### src/rtl/bus_arbiter.sv
// Two-master arbiter for the shared Bridge bus: alternating priority when both
// masters contend, with a burst limit on how long one master can hold the bus.
module bus_arbiter #(
  parameter int unsigned BURST_MAX = 4
) (
  input  logic        clk,
  input  logic        rst,
  input  logic        m0_req,
  input  logic [31:0] m0_addr,
  input  logic        m0_wen,
  input  logic [31:0] m0_wdata,
  output logic        m0_ack,
  output logic [31:0] m0_rdata,
  input  logic        m1_req,
  input  logic [31:0] m1_addr,
  input  logic        m1_wen,
  input  logic [31:0] m1_wdata,
  output logic        m1_ack,
  output logic [31:0] m1_rdata,
  output logic [31:0] Bus_addr,
  output logic        Bus_wen,
  output logic [31:0] Bus_wdata,
  input  logic [31:0] Bus_rdata,
  output logic [1:0]  owner
);

  typedef enum logic [1:0] {
    IDLE = 2'b00,
    GNT0 = 2'b01,
    GNT1 = 2'b10
  } state_t;

  localparam logic [3:0] BURST_LAST = 4'(BURST_MAX - 1);

  state_t     state;
  state_t     state_nxt;
  logic       last_served;
  logic [3:0] burst_cnt;
  logic       burst_done;

  // ">=" keeps the limit effective even when the count ran past it while
  // the current owner was the only requester.
  assign burst_done = (burst_cnt >= BURST_LAST);

  always_comb begin
    state_nxt = state;
    unique case (state)
      IDLE: begin
        if (m0_req && m1_req) state_nxt = last_served ? GNT0 : GNT1;
        else if (m0_req)      state_nxt = GNT0;
        else if (m1_req)      state_nxt = GNT1;
        else                  state_nxt = IDLE;
      end
      GNT0: begin
        if (!m0_req)                   state_nxt = m1_req ? GNT1 : IDLE;
        else if (m1_req && burst_done) state_nxt = GNT1;
        else                           state_nxt = GNT0;
      end
      GNT1: begin
        if (!m1_req)                   state_nxt = m0_req ? GNT0 : IDLE;
        else if (m0_req && burst_done) state_nxt = GNT0;
        else                           state_nxt = GNT1;
      end
      default: state_nxt = IDLE;
    endcase
  end

  always_ff @(posedge clk or negedge rst) begin
    if (!rst) begin
      state       <= IDLE;
      last_served <= 1'b1;
      burst_cnt   <= '0;
    end else begin
      state <= state_nxt;
      if (state_nxt != state) begin
        burst_cnt <= '0;
        if (state == GNT0) last_served <= 1'b0;
        if (state == GNT1) last_served <= 1'b1;
      end else if ((state == GNT0 && m0_req) || (state == GNT1 && m1_req)) begin
        if (burst_cnt != 4'd15) burst_cnt <= burst_cnt + 4'd1;
      end
    end
  end

  always_comb begin
    Bus_addr  = '0;
    Bus_wen   = 1'b0;
    Bus_wdata = '0;
    m0_ack    = 1'b0;
    m1_ack    = 1'b0;
    m0_rdata  = '0;
    m1_rdata  = '0;
    unique case (state)
      GNT0: begin
        Bus_addr  = m0_addr;
        Bus_wen   = m0_req & m0_wen;
        Bus_wdata = m0_wdata;
        m0_ack    = m0_req;
        m0_rdata  = m0_req ? Bus_rdata : '0;
      end
      GNT1: begin
        Bus_addr  = m1_addr;
        Bus_wen   = m1_req & m1_wen;
        Bus_wdata = m1_wdata;
        m1_ack    = m1_req;
        m1_rdata  = m1_req ? Bus_rdata : '0;
      end
      default: ;
    endcase
  end

  assign owner = state;

endmodule
### config.mk
export PLATFORM = sky130hd
export DESIGN_NAME = bus_arbiter
export DESIGN_NICKNAME = d
export VERILOG_FILES = /design/src/rtl/bus_arbiter.sv
export SDC_FILE = /design/constraint.sdc
export NUM_CORES = 1
export LEC_CHECK = 0
export ABC_AREA = 0
export BUFFER_PORTS_ARGS = -buffer_cell sky130_fd_sc_hd__buf_4
export CORE_AREA = 5 5 112 114
export DETAILED_ROUTE_END_ITERATION = 10
export DIE_AREA = 0 0 117 119
export PLACE_DENSITY = 0.52
export REMOVE_ABC_BUFFERS = 1
export SLEW_MARGIN = 20
export SYNTH_ARGS = -nofsm -noshare
export SYNTH_HDL_FRONTEND = slang
export SYNTH_SLANG_ARGS = --single-unit
### constraint.sdc
create_clock -name clk -period 1.9 [get_ports clk]
set_input_delay 0.19 -clock clk [delete_from_list [all_inputs] [get_ports clk]]
set_output_delay 0.19 -clock clk [all_outputs]
set_load 0.02 [all_outputs]
==> out/results.ini <==
[outcome]
status=finished with violations
violations=negative setup slack

[timing]
rsz0062_at_grt=yes
setup_violations=55
finalClockSkew_ps=1.14
setup_tns_ps=-2050
fin_crit_sh_pct=105
slew_viol_final=0
max_slew_margin_pct=79.0
fin_ws_ps=-102
hold_viol=0
finalCriticalPeriod_ps=2000
fmax_ghz=0.500
tightestPinTransition_ps=313

[power]
total_power_mw=7.02
pwr_density_cell_nw_per_um2=1350
p_leak_nw=2.71
peakVddDrop_uv=568

[routing]
first_pass_iters=4
routedWlPerCell_um=21.0
drc_errors=0
vias=3604
viasPerCell=4.84
drt_iter0_drc=158
ant_nets=0
wirelength_um=15600

[worst_setup_path]
cp.required_ps=2030
worstSetupStartpointType=register
cp_cell_sequence=buf_4, ha_4, buf_4, a2111o_1, and3_4, or2_4, a2111oi_4
crit_path_frequent_cell=buf_4
arrival_ps=2130
max_stage_delay_ps=390
cp_max_fo=5
reg2reg_slack_ps=-100
critPathCaptureType=register
crit_type=register to register
crit_path_top_delay_cell=dfrtp_1

[placement]
hpwl_um=11400
post-place-ws_ps=-172
place_congestion=0.862
portBuffers=298

[final_layout]
fin_util_pct=45.9
area_delta_synth_final_pct=159
nets=773
diodes=0
drive_gt1_share_pct=63.1

[clocking]
cts_tree=done
htreeDepth=1
clockRootBuffer=clkbuf_16
cts_inserted_buffers=3
clk_latency_ps=240
clock_path_buffers=2
clock_sink_count=7
clkTransAtPathRegs_ps=40

[floorplanning]
die_area_sq_um=13900
die_x_um=117
pin_count=299
core.rowCount=39
die_h_um=119
core_area_sq_um=11300
start_util_pct=17.7

[global_route]
grt_max_degree=65
grt_util_all_layers_pct=19.8
grt_pass1_vias=3551
antenna_found_initial=1
grt_pass1_wl_um=21300
grt_overflow=0

[logic_synthesis]
ys_ff_latch=7
syn_inst=289
synth_most_common_cell=nor2b_1
avgSynthCellArea_sq_um=6.93
yosysWarnings=0
synth_top_cell_by_area=a22oi_1
ys_types=36
synth-main-ff-cell=dfrtp_1
synth.area.top_cells=a22oi_1 24%, nor2b_1 21%, and3_1 20%
ys_async_sr_fraction_pct=100
synth_common_cells=66 x nor2b_1, 65 x and3_1, 64 x a22oi_1
syn_area_sq_um=2000
synth_seq_area_share_pct=8.81
synth_top_area_share_pct=24.0
synth_edf_count=0

[flow_run]
drv_cap=0

[min_path]
hold_path_class=primary input to asynchronous set/reset pin

[state kept, by name, summed over array words and instances (netlist names)]
name         cells
last_served      1
owner            2
burst_cnt        4
[metal layers]
metal / vias up / GRT usage (%) / part of all wire [%]
met5: - / 0 / 0.12
met4: 2 / 3.01 / 1.1
met3: 17 / 6.64 / 11
met2: 200 / 36.4 / 50
met1: 1682 / 22.4 / 38
li1: 1703 / - / -
[worst max-delay path: cells and delay by family, from the launching register on]
| kind | cells | cell delay (ps) |
|---|---|---|
| AND/OR/NAND/NOR | 2 | 460 |
| buffers and inverters | 2 | 290 |
| flip-flops | 1 | 390 |
| AO/OA/AOI/OAI | 2 | 580 |
| adder cells (fa/ha/maj) | 1 | 160 |
[logic make-up after synthesis]
family,Yosys count,share of synthesized area (%)
multiplexers,1,0.500
AND/OR/NAND/NOR,154,47.5
adder cells (fa/ha/maj),5,3.12
buffers and inverters,39,7.56
XOR/XNOR,1,0.437
flip-flops,7,8.81
AO/OA/AOI/OAI,82,32.0
[path summary, 6_finish.rpt]
check	from	end	cells after the start
worst max-delay path	owner[1]	burst_cnt[2]	7
worst min-delay path	rst	burst_cnt[3]	2
worst max register to register	owner[1]	burst_cnt[2]	7
worst min register to register	last_served	last_served	2
max in group asynchronous	rst	last_served	2
min in group clk	m1_req	owner[1]	3
[metrics by stage]
step | instances | hold slack, ps | area, sq um
6_report | 744 | 337 | 5190
5_1_grt | 744 | 372 | 5190
3_5_place_dp | 719 | 16.6 | 4510
4_1_cts | 735 | 319 | 4920
3_3_place_gp | 719 | 11.8 | 4510
2_1_floorplan | 253 | -106 | 1860
[area by class of cell]
class / instances / area (sq um)
fillers: 1120 / 6130
repair buffers: 344 / 2900
multi-input cells: 243 / 1840
well taps: 143 / 179
flip-flops and latches: 7 / 178
clock buffers: 4 / 78.8
inverters: 3 / 11.3
[power by group]
part           total, mW  internal, mW  leakage (nW)  switching, mW
combinational       6.43          3.19          2.58           3.23
sequential         0.222         0.190        0.0899         0.0318
clock              0.372         0.280        0.0382         0.0920
total               7.02          3.67          2.71           3.35
[repair_timing]
item	4_1_cts	5_1_grt
hold buffers	1	0
pin swaps	11	3
hold endpoints to repair	7	0
resized for setup	33	19
setup endpoints to repair	84	77
buffers inserted	6	2
gates cloned	5	7
[cells in the final DEF, fill, tap and decap left out, drive strengths merged, types with 3 or more instances in the layout]
cell / Yosys / routed
and2: 3 / 3
nor3: 4 / 4
nor2b: 66 / 66
a21oi: 3 / 3
inv: 3 / 3
ha: 5 / 5
nand2: 6 / 6
a22oi: 64 / 64
and3: 66 / 66
dfrtp: 6 / 6
buf: 2 / 336
clkbuf: 34 / 11
or2: 3 / 3
a21boi: 3 / 3
(Power assumes the default switching activity.)
